===== src/rtl/noc_params.sv =====
// Network-on-chip shared parameters: router radix, virtual channels per port and port encoding.
package noc_params;

  localparam int PORT_NUM = 5;
  localparam int VC_NUM   = 2;
  localparam int VC_SIZE  = $clog2(VC_NUM);

  typedef enum logic [2:0] {
    LOCAL = 3'd0,
    NORTH = 3'd1,
    SOUTH = 3'd2,
    WEST  = 3'd3,
    EAST  = 3'd4
  } port_t;

endpackage


===== src/rtl/round_robin_arbiter.sv =====
// Round-robin arbiter: one-hot grant to the first requester at or after the pointer,
// pointer moves one past the winner when update_i is set and a grant was made.
module round_robin_arbiter #(
  parameter int AGENTS_NUM = 4
) (
  input  logic                  clk,
  input  logic                  rst_n,
  input  logic [AGENTS_NUM-1:0] requests_i,
  input  logic                  update_i,
  output logic [AGENTS_NUM-1:0] grants_o
);

  localparam int PTR_W = (AGENTS_NUM > 1) ? $clog2(AGENTS_NUM) : 1;

  logic [PTR_W-1:0] ptr;
  logic [PTR_W-1:0] win;
  logic [PTR_W:0]   sum;
  logic [PTR_W-1:0] idx;
  logic             found;

  always_comb begin
    grants_o = '0;
    win      = '0;
    found    = 1'b0;
    sum      = '0;
    idx      = '0;
    for (int i = 0; i < AGENTS_NUM; i++) begin
      // cyclic scan starting at ptr, without a modulo operator
      sum = {1'b0, ptr} + (PTR_W+1)'(i);
      if (sum >= (PTR_W+1)'(AGENTS_NUM)) sum = sum - (PTR_W+1)'(AGENTS_NUM);
      idx = sum[PTR_W-1:0];
      if (!found && requests_i[idx]) begin
        grants_o[idx] = 1'b1;
        win           = idx;
        found         = 1'b1;
      end
    end
  end

  always_ff @(posedge clk or negedge rst_n) begin
    if (!rst_n)
      ptr <= '0;
    else if (update_i && found)
      ptr <= ({1'b0, win} == (PTR_W+1)'(AGENTS_NUM-1)) ? '0 : win + 1'b1;
  end

endmodule


===== src/rtl/switch_allocator.sv =====
// Separable input-first switch allocator: per-input VC arbitration, then per-output port arbitration.
// Define SA_ON_OFF_GATING_EN to mask requests whose downstream VC is flow-controlled off.
module switch_allocator
  import noc_params::*;
#(
  parameter int AGENTS_PTR_SIZE = $clog2(PORT_NUM)
) (
  input  logic                                                clk,
  input  logic                                                rst_n,
  input  logic  [PORT_NUM-1:0][VC_NUM-1:0]                    request_i,
  input  port_t [PORT_NUM-1:0][VC_NUM-1:0]                    out_port_i,
  input  logic  [PORT_NUM-1:0][VC_NUM-1:0][VC_SIZE-1:0]       downstream_vc_i,
  input  logic  [PORT_NUM-1:0][VC_NUM-1:0]                    on_off_i,
  output logic  [PORT_NUM-1:0][VC_NUM-1:0]                    read_o,
  output logic  [PORT_NUM-1:0][AGENTS_PTR_SIZE-1:0]           xbar_sel_o,
  output logic  [PORT_NUM-1:0]                                valid_o
);

  logic  [PORT_NUM-1:0][VC_NUM-1:0]   eligible;
  logic  [PORT_NUM-1:0][VC_NUM-1:0]   s1_gnt;
  logic  [PORT_NUM-1:0]               s1_valid;
  port_t [PORT_NUM-1:0]               s1_port;
  logic  [PORT_NUM-1:0][PORT_NUM-1:0] s2_req;   // [output][input]
  logic  [PORT_NUM-1:0][PORT_NUM-1:0] s2_gnt;   // [output][input]
  logic  [PORT_NUM-1:0]               in_won;
  logic  [PORT_NUM-1:0]               out_gnt;
  logic  [PORT_NUM-1:0][AGENTS_PTR_SIZE-1:0] sel_nxt;

`ifdef SA_ON_OFF_GATING_EN
  always_comb begin
    eligible = '0;
    for (int p = 0; p < PORT_NUM; p++)
      for (int v = 0; v < VC_NUM; v++)
        eligible[p][v] = request_i[p][v] & on_off_i[out_port_i[p][v]][downstream_vc_i[p][v]];
  end
`else
  logic unused_flow_ctrl;
  assign unused_flow_ctrl = ^{on_off_i, downstream_vc_i};
  assign eligible = request_i;
`endif

  for (genvar p = 0; p < PORT_NUM; p++) begin : g_in_arb
    // a port's VC pointer only moves once its offer survives output arbitration
    round_robin_arbiter #(.AGENTS_NUM(VC_NUM)) u_in_arb (
      .clk        (clk),
      .rst_n      (rst_n),
      .requests_i (eligible[p]),
      .update_i   (in_won[p]),
      .grants_o   (s1_gnt[p])
    );
  end

  always_comb begin
    s1_valid = '0;
    s1_port  = {PORT_NUM{LOCAL}};
    s2_req   = '0;
    for (int p = 0; p < PORT_NUM; p++) begin
      s1_valid[p] = |s1_gnt[p];
      for (int v = 0; v < VC_NUM; v++)
        if (s1_gnt[p][v]) s1_port[p] = out_port_i[p][v];
    end
    for (int o = 0; o < PORT_NUM; o++)
      for (int p = 0; p < PORT_NUM; p++)
        s2_req[o][p] = s1_valid[p] && (int'(s1_port[p]) == o);
  end

  for (genvar o = 0; o < PORT_NUM; o++) begin : g_out_arb
    round_robin_arbiter #(.AGENTS_NUM(PORT_NUM)) u_out_arb (
      .clk        (clk),
      .rst_n      (rst_n),
      .requests_i (s2_req[o]),
      .update_i   (|s2_req[o]),
      .grants_o   (s2_gnt[o])
    );
  end

  always_comb begin
    in_won  = '0;
    out_gnt = '0;
    sel_nxt = '0;
    for (int o = 0; o < PORT_NUM; o++) begin
      out_gnt[o] = |s2_gnt[o];
      for (int p = 0; p < PORT_NUM; p++)
        if (s2_gnt[o][p]) begin
          in_won[p]  = 1'b1;
          sel_nxt[o] = AGENTS_PTR_SIZE'(p);
        end
    end
  end

  always_comb begin
    read_o = '0;
    if (rst_n)
      for (int p = 0; p < PORT_NUM; p++)
        read_o[p] = s1_gnt[p] & {VC_NUM{in_won[p]}};
  end

  always_ff @(posedge clk or negedge rst_n) begin
    if (!rst_n) begin
      valid_o    <= '0;
      xbar_sel_o <= '0;
    end else begin
      valid_o <= out_gnt;
      for (int o = 0; o < PORT_NUM; o++)
        if (out_gnt[o]) xbar_sel_o[o] <= sel_nxt[o];
    end
  end

endmodule


===== config.mk =====
export PLATFORM = sky130hd
export DESIGN_NAME = switch_allocator
export DESIGN_NICKNAME = d
export VERILOG_FILES = /design/src/rtl/noc_params.sv /design/src/rtl/round_robin_arbiter.sv /design/src/rtl/switch_allocator.sv
export SDC_FILE = /design/constraint.sdc
export NUM_CORES = 1
export LEC_CHECK = 0
export BUFFER_PORTS_ARGS = -buffer_cell sky130_fd_sc_hd__buf_2
export CELL_PAD_IN_SITES_DETAIL_PLACEMENT = 1
export CELL_PAD_IN_SITES_GLOBAL_PLACEMENT = 1
export CORE_MARGIN = 5
export CORE_UTILIZATION = 40
export CTS_CLUSTER_DIAMETER = 50
export CTS_CLUSTER_SIZE = 14
export DETAILED_ROUTE_END_ITERATION = 8
export PLACE_DENSITY_LB_ADDON = 0.1
export SYNTH_ARGS = -nofsm -noshare
export SYNTH_HDL_FRONTEND = slang
export SYNTH_HIERARCHICAL = 1
export SYNTH_SLANG_ARGS = --single-unit
export TNS_END_PERCENT = 1

===== constraint.sdc =====
create_clock -name clk -period 7.8 [get_ports clk]
set_clock_uncertainty 0.1 [all_clocks]
set_input_delay 0 -clock clk [delete_from_list [all_inputs] [get_ports clk]]
set_output_delay 0 -clock clk [all_outputs]
set_load 0.03 [all_outputs]

### Word level (Yosys, flattened, before mapping)

Index checks and enable logic that the tools add are counted.

* bits in registers: 40
* input bits: 62
* output and inout port bits: 30
* logic and storage cells: 732

* add/subtract/negate cells: 70
* order comparisons: 105
* equality and inequality tests: 25
* muxes and demuxes: 346
* bitwise gates (word level): 30
* reductions and logical operators: 140

Operators by type and width (count)
* two-way mux 3 bit: 80
* two-way mux 1 bit: 170
* two-way mux 5 bit: 25
* less-than comparator 3 x 4 -> 1 bit, second input constant: 25
* OR 5 bit: 20
* logical AND 1 bit: 95
* >= comparator 4 x 3 -> 1 bit, second input constant: 20
* binary-select mux 1 bit (select 3 bit): 25
* demux 1 bit (select 3 bit): 25
* >= comparator 3 x 1 -> 1 bit, second input constant: 25
* subtractor 3 bit, second input constant: 25
* equality test 3 bit, second input constant: 20
* OR reduction 5 bit: 10
* adder 3 x 2 -> 4 bit, second input constant: 10
* zero test 1 bit: 25
* adder 3 x 1 -> 4 bit, second input constant: 5
* adder 3 x 3 -> 4 bit, second input constant: 5
* less-than comparator 1 x 2 -> 1 bit, second input constant: 10
* two-way mux 2 bit: 10
* adder 3 x 1 -> 3 bit, second input constant: 5
* equality test 3 x 2 -> 1 bit, second input constant: 5
* >= comparator 3 bit, second input constant: 5
* zero test 3 bit: 5
* adder 1 x 1 -> 2 bit, second input constant: 5
* 10 further kinds: 61

### Logic depth before layout (Yosys ltp)

* word-level depth: 35
* mapped depth: 18
* gate-level depth less buffers: 17

### By module

Netlist, hierarchy kept.

Modules (own cells, without submodules)
* round_robin_arbiter (g_out_arb[1].u_out_arb ...): instances 3, cells each 206, area an instance 1580.3 µm², sequential area each 75.1 µm²
* switch_allocator: instances 1, cells each 218, area an instance 1757.9 µm², sequential area each 500.5 µm²
* round_robin_arbiter (g_out_arb[0].u_out_arb): instances 1, cells each 208, area an instance 1525.2 µm², sequential area each 75.1 µm²
* round_robin_arbiter (g_out_arb[4].u_out_arb): instances 1, cells each 196, area an instance 1413.9 µm², sequential area each 75.1 µm²
* round_robin_arbiter (g_in_arb[0].u_in_arb ...): instances 5, cells each 6, area an instance 55.1 µm², sequential area each 25.0 µm²

### Least setup slack after synthesis

Ideal clock, no wire load.

* path kind: flip-flop to flip-flop
* start: reg g_out_arb[4].u_out_arb.ptr[1]
* end: reg g_out_arb[4].u_out_arb.ptr[2]
* setup time: 0.082 ns
* data arrival time: 3.965 ns
* required time: 7.618 ns
* setup slack: 3.653 ns
* stages on the path, launching flop included: 15
* buffers on the path: 1
* clock period less this slack: 4.147 ns
* path through: dfrtp_1 -> buf_2 -> inv_1 -> ha_1 -> a221oi_1 -> mux2i_1 -> o211ai_1 -> a31oi_2 -> or3b_4 -> nor3b_1 -> nand2_1 -> and3_1 -> ha_1 -> a211o_1 -> a22oi_2

* cells in the longest elaborated chain, start to end: 19
* elaborated cells on any way between the ends: 51
* those cells by class: add/sub: 10; order compare: 5; eq/ne: 1; mux: 26; reduce/logical: 9

Ends and longest elaborated chain
* start: declaration: line round_robin_arbiter.sv:15 `logic [PTR_W-1:0] ptr;`
* start signal: assignment: line round_robin_arbiter.sv:44 `ptr <= ({1'b0, win} == (PTR_W+1)'(AGENTS_NUM-1)) ? '0 : win + 1'b1;`
* parallel branches: the longest is 19 deep, another holds adder 3 x 1 -> 4 bit

Parallel ways; which one is timed is not known. The select of a mux whose other input is x is not followed.
A chain may end at the register's enable or synchronous reset.

==> flow_metrics.py <==
metrics = {
    "die": {
        "die-height_um": 166,
        "ios": 92,
        "die_width_um": 166,
        "fp.dieArea_um2": 27500,
        "placementRows": 57,
        "initial_utilization_pct": 40.3,
        "design.core.area_um2": 24100,
    },
    "logic_synthesis": {
        "postSynthCellCount": 1270,
        "synth_enable_flop_cells": 0,
        "ys_warn_count": 6,
        "syn_avg_cell_area_um2": 7.65,
        "mappedNetlistNets": 1390,
        "ys_seq_area_share_pct": 10.3,
        "netlist_area_before_placement_um2": 9710,
        "synthArstFlopShare_pct": 100,
        "synth_seq_cells": 40,
        "yosys_most_used_dff": "sky130_fd_sc_hd__dfrtp_1",
        "synth_cell_types": 118,
    },
    "place": {
        "detailed_place_hpwl_um": 26500,
        "numPortBuffers": 71,
        "place.gp.congestion": 0.893,
        "dp_slack_ps": 2480,
        "numPlacedInstances": 1610,
    },
    "cts": {
        "cts_max_level": 2,
        "clk_root_buffer_cell": "sky130_fd_sc_hd__clkbuf_16",
        "clk_pin_slew_worst_paths_ps": 70,
        "cts_tree": "built",
        "cts_hold_repair.buffers": 11,
        "clk_path_buf_depth": 2,
        "number_of_buffers_created_by_cts": 5,
        "cts_setup_buffers": 0,
        "worst_skew_pair_latency_ps": 300,
        "cts_resized": 0,
        "clkSinkCount": 40,
    },
    "timing": {
        "min_period_ps": 5870,
        "final.setup.tns_ps": 0,
        "rsz0062_at_grt": "false",
        "timing.final.max_slew_violations": 0,
        "setup_violations": 0,
        "slew-limit-headroom_pct": 24.5,
        "finalHoldViolCount": 0,
        "final_min_period_over_clock_period_pct": 75.3,
        "worst_pin_slew_ps": 1130,
        "final.setup.worst_slack_ps": 1930,
        "max_freq_mhz": 170,
    },
    "route": {
        "drcViolationCount": 0,
        "routed_wire_length_per_instance_um": 21.0,
        "antenna_left": 0,
        "vias": 10100,
        "avgViaCountPerCell": 6.22,
        "drt_first_iter_violations": 622,
        "finalWirelength_um": 34300,
        "drt_first_pass_iters": 5,
    },
    "worst_setup_path": {
        "reg2regPathDepth": 15,
        "max_stage_delay_ps": 720,
        "critPathRequiredTime_ps": 7930,
        "startpoint_type": "flip-flop",
        "timing.setup.critical_path_class": "flip-flop to flip-flop",
        "cpMaxStageDelayCell": "sky130_fd_sc_hd__dfrtp_1",
        "critPathMostFrequentCell": "sky130_fd_sc_hd__o211ai_1",
        "r2r_slack_ps": 1930,
        "r2r-start": "g_out_arb[4].u_out_arb/ptr[1]$_DFFE_PN0P_",
        "worst_ep_arrival_ps": 6010,
        "cp_cell_sequence": "inv_1 -> ha_1 -> a221oi_1 -> mux2i_1 -> o211ai_1 -> a31oi_2 -> or3b_4 -> nor3b_1 -> nand2b_1 -> o211ai_1 -> nor3_1 -> nand3_1 -> a21oi_1 -> a31oi_1 -> dlygate4sd3_1",
        "crit_path_max_fanout": 13,
        "worstSetupEndpointType": "flip-flop",
    },
    "hold_path": {
        "hold_path_class": "input port to asynchronous set/reset pin",
    },
    "grt": {
        "first_global_vias": 9898,
        "overflow": 0,
        "grt_use_total_pct": 23.6,
        "wire_length_of_the_first_global_routing_pass_um": 54900,
        "antenna_found_initial": 5,
        "grt_max_degree": 51,
    },
    "outcome": {
        "status": "completed",
    },
    "final_layout": {
        "area.growth.synth_to_final_pct": 6.12,
        "post_route_cells_drive_above_1_share_pct": 16.1,
        "final_nets": 1424,
        "fillers": 3094,
        "post_layout_nonfiller_instances": 1631,
    },
    "run": {
        "drv_cap": 0,
    },
}
cells in the final DEF (no fill, tap or decap), drive strengths merged, types with 40 or more instances in the layout:
cell	instances
o21ai	82
nand2	106
nand3	48
a21oi	71
buf	80
mux2i	45
nor2	109
ha	53
dfrtp	40
inv	80
metrics by stage:
stage / hold slack [ps] / utilization, % / instance area, µm²
floorplan: -396 / - / 9710
global placement: 40.1 / 41.6 / 10000
detailed placement: 46.5 / 41.6 / 10000
CTS: 280 / 42.7 / 10300
global route: 311 / 42.8 / 10300
finish: 233 / 42.8 / 10300
layer usage:
| metal | vias to the layer above | wire, µm | global-route usage, % |
|---|---|---|---|
| li1 | 4926 | - | - |
| met1 | 5003 | 16700 | 33.7 |
| met2 | 181 | 15900 | 38.8 |
| met3 | 31 | 1390 | 3.09 |
| met4 | 6 | 316 | 3.41 |
| met5 | - | 34 | 0 |
worst max path at each step:
stage,startpoint,end,slack (ps)
after global placement,g_out_arb[4].u_out_arb/ptr[1]$_DFFE_PN0P_,read_o[3],2690
after detailed placement,g_out_arb[4].u_out_arb/ptr[1]$_DFFE_PN0P_,read_o[3],2480
after floorplan,g_out_arb[4].u_out_arb/ptr[1]$_DFFE_PN0P_,g_out_arb[4].u_out_arb/ptr[2]$_DFFE_PN0P_,3650
final,g_out_arb[4].u_out_arb/ptr[1]$_DFFE_PN0P_,flip-flop,1930
after CTS,g_out_arb[4].u_out_arb/ptr[1]$_DFFE_PN0P_,flip-flop,2050
after global routing,g_out_arb[4].u_out_arb/ptr[1]$_DFFE_PN0P_,flip-flop,1590
worst max-delay path: cells and delay by family (launching register included):
kind / cells / cell delay [ps]
AO/OA/AOI/OAI: 6 / 1950
adder cells (fa/ha/maj): 1 / 340
buffers and inverters: 2 / 800
flip-flops: 1 / 720
multiplexers: 1 / 460
AND/OR/NAND/NOR: 5 / 1430
Yosys cell counts, types with 24 or more instances:
master	n	area, µm²
sky130_fd_sc_hd__nor3_1	37	185
sky130_fd_sc_hd__nor2_1	108	405
sky130_fd_sc_hd__a31oi_1	31	194
sky130_fd_sc_hd__dfrtp_1	40	1000
sky130_fd_sc_hd__xnor2_1	25	219
sky130_fd_sc_hd__mux2i_1	45	450
sky130_fd_sc_hd__a21oi_1	63	315
sky130_fd_sc_hd__nand3_1	48	240
sky130_fd_sc_hd__ha_1	53	663
sky130_fd_sc_hd__inv_1	71	267
sky130_fd_sc_hd__o21ai_0	63	315
sky130_fd_sc_hd__nand2_1	100	375
sky130_fd_sc_hd__nand2b_1	24	150
area by class of cell:
type | count | area [µm²] | area share (%)
diodes | 2 | 5.00 | 0.0486
clock buffers | 6 | 129 | 1.25
clock inverters | 2 | 35.0 | 0.340
inverters | 80 | 300 | 2.91
multi-input cells | 1086 | 7900 | 76.6
flip-flops and latches | 40 | 1000 | 9.71
well taps | 324 | 405 | 3.93
repair buffers | 91 | 533 | 5.17
kinds of logic after synthesis:
| group | synth area share [%] |
|---|---|
| AND/OR/NAND/NOR | 28.7 |
| AO/OA/AOI/OAI | 34.1 |
| buffers and inverters | 8.37 |
| multiplexers | 7.30 |
| adder cells (fa/ha/maj) | 7.86 |
| flip-flops | 10.3 |
| XOR/XNOR | 3.28 |
Power is left out: the tool's default activity adds up to more than one toggle a clock period on the data nets, which glitch-free logic cannot reach.
